$ cat src/rtl/ptos_idle_param.sv
// Parallel-to-serial lane converter with IDLE insertion and a lock phase.
// Words are shifted out one bit per clk32f cycle. IDLE_WORD fills any slot with
// no data, and LOCK_COUNT idle words must complete before data is accepted.
module ptos_idle_param #(
  parameter int unsigned       WIDTH      = 8,
  parameter logic [WIDTH-1:0]  IDLE_WORD  = 8'hBC,
  parameter bit                MSB_FIRST  = 1'b1,
  parameter int unsigned       LOCK_COUNT = 4
) (
  input  logic             clk32f,
  input  logic             reset,
  input  logic             active,
  input  logic [WIDTH-1:0] in_data,
  input  logic             in_valid,
  output logic             in_ready,
  output logic             out,
  output logic             out_sync,
  output logic             link_up
);

  localparam int unsigned CntW  = $clog2(WIDTH);
  localparam int unsigned IdleW = $clog2(LOCK_COUNT + 1);

  localparam logic [CntW-1:0]  CntMax  = CntW'(WIDTH - 1);
  localparam logic [IdleW-1:0] IdleSat = IdleW'(LOCK_COUNT);
  localparam logic [IdleW-1:0] IdleGo  = IdleW'(LOCK_COUNT - 1);

  typedef enum logic [1:0] {
    StReset,
    StIdle,
    StActive
  } state_e;

  state_e           r_state,    w_state_next;
  logic [WIDTH-1:0] r_sr,       w_sr_next;
  logic [CntW-1:0]  r_cnt,      w_cnt_next;
  logic [IdleW-1:0] r_idle_cnt, w_idle_cnt_next;
  logic             w_load;

  // State, shift register, bit index and lock counter; reset aborts any word in flight.
  always_ff @(posedge clk32f or negedge reset) begin
    if (!reset) begin
      r_state    <= StReset;
      r_sr       <= '0;
      r_cnt      <= CntMax;
      r_idle_cnt <= '0;
    end else begin
      r_state    <= w_state_next;
      r_sr       <= w_sr_next;
      r_cnt      <= w_cnt_next;
      r_idle_cnt <= w_idle_cnt_next;
    end
  end

  // Next-state logic: shift every cycle, reload and step the FSM only on load edges.
  always_comb begin
    w_load          = (r_cnt == CntMax);
    w_state_next    = r_state;
    w_idle_cnt_next = r_idle_cnt;
    w_cnt_next      = w_load ? '0 : r_cnt + CntW'(1);

    if (MSB_FIRST) begin
      w_sr_next = {r_sr[WIDTH-2:0], 1'b0};
    end else begin
      w_sr_next = {1'b0, r_sr[WIDTH-1:1]};
    end

    if (w_load) begin
      // in_ready is high on every ACTIVE load edge, so an offered word is always
      // consumed here, even on the edge where active drops; it is never discarded.
      w_sr_next = (r_state == StActive && in_valid) ? in_data : IDLE_WORD;

      unique case (r_state)
        StReset: begin
          w_state_next = StIdle;
        end
        StIdle: begin
          if (active && (r_idle_cnt >= IdleGo)) begin
            w_state_next = StActive;
          end
          // Saturate so long idle periods cannot wrap the counter.
          if (r_idle_cnt != IdleSat) begin
            w_idle_cnt_next = r_idle_cnt + IdleW'(1);
          end
        end
        StActive: begin
          if (!active) begin
            w_state_next    = StIdle;
            w_idle_cnt_next = '0;
          end
        end
        default: begin
          w_state_next = StReset;
        end
      endcase
    end
  end

  // Outputs: serial bit straight from the register, plus framing and handshake flags.
  always_comb begin
    out      = MSB_FIRST ? r_sr[WIDTH-1] : r_sr[0];
    out_sync = (r_cnt == '0) && (r_state != StReset);
    link_up  = (r_state == StActive);
    in_ready = (r_state == StActive) && w_load;
  end

endmodule

$ cat config.mk
export PLATFORM = sky130hd
export DESIGN_NAME = ptos_idle_param
export DESIGN_NICKNAME = d
export VERILOG_FILES = /design/src/rtl/ptos_idle_param.sv
export SDC_FILE = /design/constraint.sdc
export NUM_CORES = 1
export LEC_CHECK = 0
export BUFFER_PORTS_ARGS = -buffer_cell sky130_fd_sc_hd__buf_2
export CAP_MARGIN = 15
export CORE_MARGIN = 2
export CORE_UTILIZATION = 35
export CTS_BUF_LIST = sky130_fd_sc_hd__clkbuf_8
export DETAILED_ROUTE_END_ITERATION = 8
export MAX_ROUTING_LAYER = met4
export PLACE_DENSITY = 0.61
export SYNTH_ARGS = -nofsm -noshare
export SYNTH_HDL_FRONTEND = slang
export SYNTH_SLANG_ARGS = --single-unit
$ cat constraint.sdc
create_clock -name clk32f -period 2 [get_ports clk32f]
set_input_delay 0.4 -clock clk32f [delete_from_list [all_inputs] [get_ports clk32f]]
set_output_delay 0.4 -clock clk32f [all_outputs]
set_load 0.1 [all_outputs]
* Yosys cells after proc, flatten, opt, wreduce, memory -nomap -nowiden
Cells that the tools add are included.
** Word-level totals
- Bits in registers :: 16
- Output and inout bits :: 4
- Input port bits :: 12
- Word-level logic and storage cells :: 33
** Operators by class
- $add $sub $neg :: 2
- Equal/unequal tests :: 7
- Reduce and logical (&&, ||, !) cells :: 10
- Muxes and demuxes :: 9
- $lt $le $gt $ge :: 1
** Operators by type and width (number)
- two-way mux 8 bit :: 2
- two-way mux 3 bit :: 3
- adder 3 x 1 -> 3 bit, second input constant :: 2
- != test 2 bit, second input constant :: 3
- one-hot mux 2 bit (3 select lines) :: 1
- one-hot mux 3 bit (2 select lines) :: 1
- logical AND 1 bit :: 4
- two-way mux 2 bit :: 2
- AND reduction 4 bit :: 1
- nonzero test 2 bit :: 2
- equality test 3 bit, second input constant :: 1
- >= comparator 3 x 2 -> 1 bit, second input constant :: 1
- logical NOT 3 bit :: 1
- != test 3 bit, second input constant :: 1
- AND reduction 3 bit :: 1
- equality test 2 x 1 -> 1 bit, second input constant :: 1
- equality test 2 bit, second input constant :: 1
- logical NOT 2 bit :: 1

* Depth between registers and ports, before layout
Gate-level depths: netlist of the first run.
- Word-level depth :: 4
- Gate-level depth with buffers :: 7
- Mapped depth without buffers :: 6

* Least setup slack after synthesis of the first run
No wires, ideal clock.
- Path kind :: reg-to-output
- From :: register r_state[0]
- To :: output port out_sync
- Buffers on the path :: 1
- Slack :: -1.167 ns
- Data arrival time :: 2.767 ns
- Data required time :: 1.600 ns
- Stages on the path, launching flop included :: 4
- Path through :: dfrtp_1 buf_2 nor2_1 nor3b_1
** On the way
- Longest elaborated chain between the ends :: 2
** RTL lines
- from (decl) :: line 34 : state_e r_state, w_state_next;
- from (signal assigned) :: line 43 : r_state <= StReset;
- from (signal assigned) :: line 48 : r_state <= w_state_next;
- nonzero test 2 bit :: line 102 : out_sync = (r_cnt == '0) && (r_state != StReset);
- logical AND 1 bit :: line 102
- to (decl) :: line 17 : output logic out_sync,
Every way passes these cells.

* Worst setup path in the final report of the first run
- From :: register r_cnt[0]
- To :: output port in_ready
** On the way
- Longest elaborated chain between the ends :: 2
** RTL lines
- from (decl) :: line 36 : logic [CntW-1:0] r_cnt, w_cnt_next;
- from (signal assigned) :: line 45 : r_cnt <= CntMax;
- from (signal assigned) :: line 50 : r_cnt <= w_cnt_next;
- equality test 3 bit :: line 57 : w_load = (r_cnt == CntMax);
- logical AND 1 bit :: line 104 : in_ready = (r_state == StActive) && w_load;
- to (decl) :: line 15 : output logic in_ready,
Every way passes these cells.

==> impl_metrics.yaml, run 1 <==
status:
  run_status: "completed"
logic_synthesis:
  syn_area_um2: 777.0
  synth-async-reset-ratio: 1.000
  ys_top_cells_by_count: "sky130_fd_sc_hd__dfrtp_1, sky130_fd_sc_hd__inv_1, sky130_fd_sc_hd__ha_1"
  netlist_instances: 69
  synth_seq_area_share: 0.5201
  syn_area_per_cell_um2: 11.26
  synthesis.nets: 87
  yosysMostFrequentCell: "sky130_fd_sc_hd__dfrtp_1"
  synth-edff-count: 0
  synthesis.yosys.warnings: 0
  synth_seq_cells: 16
  yosysTopAreaCell: "sky130_fd_sc_hd__dfrtp_1"
  synthFlopType: "sky130_fd_sc_hd__dfrtp_1"
  yosysTopAreaCellShare: 0.4187
  yosys.cell_types.count: 28
  ranking_of_synthesized_cells_by_area: "sky130_fd_sc_hd__dfrtp_1, sky130_fd_sc_hd__dfstp_2, sky130_fd_sc_hd__ha_1"
clock_tree:
  cts_tree: "done"
  cts_htree_levels: 1
  clock-root-buffer: "sky130_fd_sc_hd__clkbuf_8"
  clock-sinks: 16
  cts-buffers-inserted: 3
  cts_max_path_buffers: 2
  clk_pin_slew_ps: 70
  hold_buffers: 0
  clkLatencyLatePin_ps: 250
final_layout:
  layout.nets: 111
  final_cell_area_mm2: 0.001001
  layout-drive-gt1-share: 0.3804
  syn2layout_area_growth_pct: 28.82
  n_fill_cell: 219
  final_core_util: 0.4659
  n_antenna_cell: 0
floorplanning:
  core-area_mm2: 0.002148
  ioPinCount: 16
  die_height_um: 51.12
  die-area_mm2: 0.002613
  start_util: 0.3617
  placementRows: 17
  fp.dieW_um: 51.12
worst_setup_path:
  critical_path.max_fanout: 4
  critical_path_rt_ps: 1600
  worst_setup_path_end_kind: "output pin"
  worstSetupStartpointType: "flop"
  path_cells: "ha_1 > ha_2 > nand3b_2 > inv_4 > buf_12"
  timing.setup.critical_path_class: "reg -> out"
  cell_at_the_slowest_stage_of_the_critical_path: "sky130_fd_sc_hd__dfstp_2"
  critical_path_arrival_ps: 1540
  reg2reg_setup_slack_ps: 300
  timing.critical_path.slowest_cell_delay_ps: 540
detailed_routing:
  drt-pass1-iter-count: 4
  routed-via-count: 616
  detail_route.wirelength_um: 1521
  remaining_drc_errors: 0
  detail_route.iter0.violations: 6
  detail_route.wl_per_cell_um: 12.68
  route.antenna.remaining_nets: 0
  detail_route.vias_per_cell: 5.133
power:
  p_leak_nw: 0.4895
  max-vdd-ir-drop_uv: 410.4
  power_per_cell_area_mw_per_mm2: 715.2
  power.switching_mw: 0.1742
  internal_power_mw: 0.5417
  power_switching_share: 0.2433
  power.combinational.fraction: 0.112
  clock_power_share: 0.394
  sequentialPowerShare: 0.494
sta:
  finalCritPeriodShare: 0.9685
  fin_crit_ps: 1937
  final.hold.worst_slack_ps: 55.85
  fin_setup_tns_ps: 0
  finalHoldViolations: 0
  tightest_slew_ps: 483.6
  worst_clock_skew_ps: 7.362
  timing_max_transition_violations_final: 0
  fmax_mhz: 516.3
  setup_viol: 0
  slew-limit-headroom: 0.6798
global_routing:
  grt.total_usage: 0.1373
  grt_pass1_wl_um: 2587
  antenna_found_initial: 0
  grt_start_max_net_pins: 17
  number_of_global_route_vias_before_repair: 626
  gr-total-overflow: 0
run:
  cap_violations: 0
placed_design:
  place.port_buffers: 15
  dpl-instance-area_um2: 919.6
  gpl.final_weighted_congestion: 0.8245
  detailed_place_hpwl_um: 1146
min_path:
  min-delay-path-class: "in -> async"
metal layers:
layer	wire length, um	global-route usage	vias up	part of all wire
met3	76	0.03801	2	0.050
met5	0	-	-	0
met4	8	0.06757	0	0.0053
met1	640	0.1519	307	0.42
li1	-	-	293	-
met2	795	0.2273	14	0.52
cell families after synthesis:
group,share of synthesized area
compound gates,0.1900
simple gates,0.1369
flops,0.5201
buf+inv,0.05636
fa+ha+maj,0.09662
per-stage QoR:
step	worst slack (ps)	power, mW	instances
6_report	63.00	0.7159	120
3_3_place_gp	322.9	0.4386	113
5_1_grt	-5.263	0.7539	120
2_1_floorplan	-193.6	0.4059	69
3_5_place_dp	292.6	0.4404	113
4_1_cts	32.68	0.7284	117
flip-flops by register name, summed over array words and instances, names as in the netlist:
| register | count |
|---|---|
| r_sr | 8 |
| r_cnt | 3 |
| r_idle_cnt | 3 |
| r_state | 2 |
placed cells by master (no fill, tap or decap), types with 2 or more instances in the layout:
cell,instances
sky130_fd_sc_hd__o21ai_0,5
sky130_fd_sc_hd__clkbuf_8,4
sky130_fd_sc_hd__buf_2,14
sky130_fd_sc_hd__dfstp_2,3
sky130_fd_sc_hd__o22a_1,5
sky130_fd_sc_hd__nor2_1,3
sky130_fd_sc_hd__buf_4,6
sky130_fd_sc_hd__ha_1,5
sky130_fd_sc_hd__dfrtp_1,13
sky130_fd_sc_hd__inv_1,7
sky130_fd_sc_hd__nor2b_1,2
sky130_fd_sc_hd__nand2_1,2
sky130_fd_sc_hd__a32o_1,3
sky130_fd_sc_hd__and3_1,2
worst max-delay path: cells and delay by family, from the launching register on:
family	cells	cell delay, ps
adder cells (fa/ha/maj)	2	340
buffers and inverters	2	280
flip-flops	1	540
AND/OR/NAND/NOR	1	130
area by class of cell:
class                           count  area, um2  area share
Sequential cell                    16      404.1      0.4038
Multi-Input combinational cell     43      339.1      0.3387
Timing Repair Buffer               21      135.1      0.1350
Clock buffer                        4      55.05     0.05500
Tap cell                           28      35.03     0.03500
Inverter                            8      32.53     0.03250
path summary, 6_finish.rpt:
kind                                 start            end  cells past startpoint
min in group clk32f             in_data[5]        r_sr[5]                      2
max in group asynchronous            reset       r_cnt[0]                      1
worst min-delay path                 reset     r_state[0]                      1
worst max-delay path              r_cnt[0]       in_ready                      5
worst max register to register    r_cnt[0]  r_idle_cnt[0]                      6
worst min register to register     r_sr[6]        r_sr[7]                      1
power groups by stage:
| stage | clock (mW) | combinational [mW] | sequential (mW) |
|---|---|---|---|
| 3_3_place_gp | 0 | 0.0803 | 0.358 |
| 4_1_cts | 0.294 | 0.0814 | 0.353 |
| 2_1_floorplan | 0 | 0.0512 | 0.355 |
| 3_5_place_dp | 0 | 0.0811 | 0.359 |
| 6_report | 0.282 | 0.0801 | 0.354 |
| 5_1_grt | 0.310 | 0.0887 | 0.355 |
repair_timing:
item | CTS | global route
setup endpoints to repair | 0 | 1
gates resized for setup | 0 | 2
buffers inserted | 0 | 3
Note: power is estimated with default switching activity, not from simulation.
==> run 2, diff against run 1 <==
--- a/config.mk
+++ b/config.mk
@@ -12,7 +12,8 @@
 export CTS_BUF_LIST = sky130_fd_sc_hd__clkbuf_8
 export DETAILED_ROUTE_END_ITERATION = 8
 export MAX_ROUTING_LAYER = met4
-export PLACE_DENSITY = 0.61
+export PLACE_DENSITY_LB_ADDON = 0.05
+export SLEW_MARGIN = 20
 export SYNTH_ARGS = -nofsm -noshare
 export SYNTH_HDL_FRONTEND = slang
 export SYNTH_SLANG_ARGS = --single-unit
==> run 2 against run 1 <==
Net effect:
- power increased by 1.2%
- final cell count is 1.7% lower
- global-route usage rose by 0.58 points
- largest power group unchanged
- count of clock-buffer cells in the layout unchanged
==> impl_metrics.yaml, run 2 (synthesized netlist as in run 1, its figures left out) <==
status:
  run_status: "completed"
global_routing:
  antenna_found_initial: 0
  gr-total-overflow: 0
  grt_start_max_net_pins: 17
  global_routing_s_busiest_layer: "met2"
  number_of_global_route_vias_before_repair: 608
  grt_util_met2: 0.2251
  grt_util_met3: 0.05263
  grt_pass1_wl_um: 2608
  gr-usage-met1: 0.1673
  grt.total_usage: 0.1431
detailed_routing:
  detail_route.wl_per_cell_um: 12.53
  detail_route.wirelength_um: 1478
  drt-pass1-iter-count: 4
  remaining_drc_errors: 0
  detail_route.iter0.violations: 8
  route.antenna.remaining_nets: 0
  routed-via-count: 591
  detail_route.vias_per_cell: 5.008
clock_tree:
  cts_tree: "done"
  clk_pin_slew_ps: 60
  clock-sinks: 16
  cts_max_path_buffers: 2
  clkLatencyLatePin_ps: 250
  cts_htree_levels: 1
  clock-root-buffer: "sky130_fd_sc_hd__clkbuf_8"
  hold_buffers: 0
  cts-buffers-inserted: 3
sta:
  fin_setup_tns_ps: 0
  fmax_mhz: 522.9
  worst_clock_skew_ps: 0.9260
  timing_max_transition_violations_final: 0
  finalCritPeriodShare: 0.9562
  slew-limit-headroom: 0.6790
  finalHoldViolations: 0
  grt_setup_unrepaired: "false"
  setup_viol: 0
  tightest_slew_ps: 484.8
  fin_crit_ps: 1912
power:
  p_leak_nw: 0.4978
  power_per_cell_area_mw_per_mm2: 719.2
  p_total_mw: 0.7244
  max-vdd-ir-drop_uv: 471.1
worst_setup_path:
  worst_setup_path_endpoint: "in_ready"
  crit_path_start: "r_cnt[0]"
  critical_path.max_fanout: 3
  reg2reg_setup_slack_ps: 270
  critical_path_arrival_ps: 1510
  worst_setup_path_end_kind: "output pin"
  cell_at_the_slowest_stage_of_the_critical_path: "sky130_fd_sc_hd__dfstp_2"
  cp_num_buf_inv: 2
  worstSetupPathDepth: 5
  reg2regPathDepth: 6
  timing.critical_path.slowest_cell_delay_ps: 540
  worstSetupStartpointType: "flop"
  worst_path_dominant_cell_family: "flip-flops"
  critical_path_rt_ps: 1600
  rr_startpoint: "r_cnt[0]"
  timing.setup.critical_path_class: "reg -> out"
  critical_path.reg2reg.endpoint: "r_idle_cnt[0]"
  path_cells: "ha_2 > ha_4 > nand3b_4 > inv_4 > buf_12"
final_layout:
  layout-drive-gt1-share: 0.3778
  reg_top3: "r_sr x8, r_cnt x3, r_idle_cnt x3"
  n_antenna_cell: 0
  layout.nets: 109
  final_cell_area_mm2: 0.001007
  mostFrequentLayoutCells: "sky130_fd_sc_hd__buf_2, sky130_fd_sc_hd__dfrtp_1, sky130_fd_sc_hd__inv_1"
  largest_register: "r_sr"
  syn2layout_area_growth_pct: 29.63
  largest_register_ff_count: 8
  most_frequent_standard_cell_in_the_layout_excluding_fill_and_tap_cells: "sky130_fd_sc_hd__buf_2"
floorplanning:
  core-area_mm2: 0.002148
  placementRows: 17
  start_util: 0.3617
  die-area_mm2: 0.002613
  die_height_um: 51.12
  fp.dieW_um: 51.12
  ioPinCount: 16
placed_design:
  gpl.final_weighted_congestion: 0.8248
  dpl-instance-area_um2: 919.6
  place.port_buffers: 15
  detailed_place_hpwl_um: 1064
min_path:
  min-delay-path-class: "in -> async"
run:
  cap_violations: 0
==> run 2: worst min path at each step <==
stage,from,to,slack [ps],cells past startpoint
after floorplan,reset,r_idle_cnt[0],100,0
after CTS,reset,r_sr[7],60,1
final,reset,r_idle_cnt[1],50,1
after detailed placement,reset,r_sr[7],340,1
after global placement,reset,r_sr[7],340,1
after global routing,reset,r_sr[0],90,1
==> run 2: metrics by stage <==
step / instances / util / worst slack [ps] / hold slack [ps]
final: 118 / 0.4688 / 87.62 / 48.66
after global routing: 118 / 0.4688 / 34.19 / 89.81
after CTS: 117 / 0.4537 / 16.24 / 60.98
after detailed placement: 113 / 0.4281 / 265.7 / 335.7
after global placement: 113 / 0.4281 / 284.2 / 337.7
after floorplan: 69 / - / -193.6 / 104.4
==> run 2: cell type report <==
| class | count | area, um2 |
|---|---|---|
| tap | 28 | 35.03 |
| multi-input combinational | 43 | 360.3 |
| timing repair buffer | 19 | 120.1 |
| fill | 214 | 1141 |
| sequential | 16 | 404.1 |
| clock buffer | 4 | 55.05 |
| inverter | 8 | 32.53 |
==> run 2: where the power goes <==
group | total (mW) | switching (mW) | internal, mW
Sequential | 0.350 | 0.0144 | 0.336
Clock | 0.289 | 0.114 | 0.175
Combinational | 0.0852 | 0.0523 | 0.0329
Total | 0.724 | 0.181 | 0.543
==> run 2: timing repair <==
item / CTS / global route
gates resized for setup: 0 / 5
setup endpoints to repair: 0 / 1
buffers inserted: 0 / 1
==> run 2: per-layer routing <==
layer  vias up  wire (um)
met5         -          0
li1        292          -
met1       282        658
met3         4         77
met4         0         20
met2        13        722
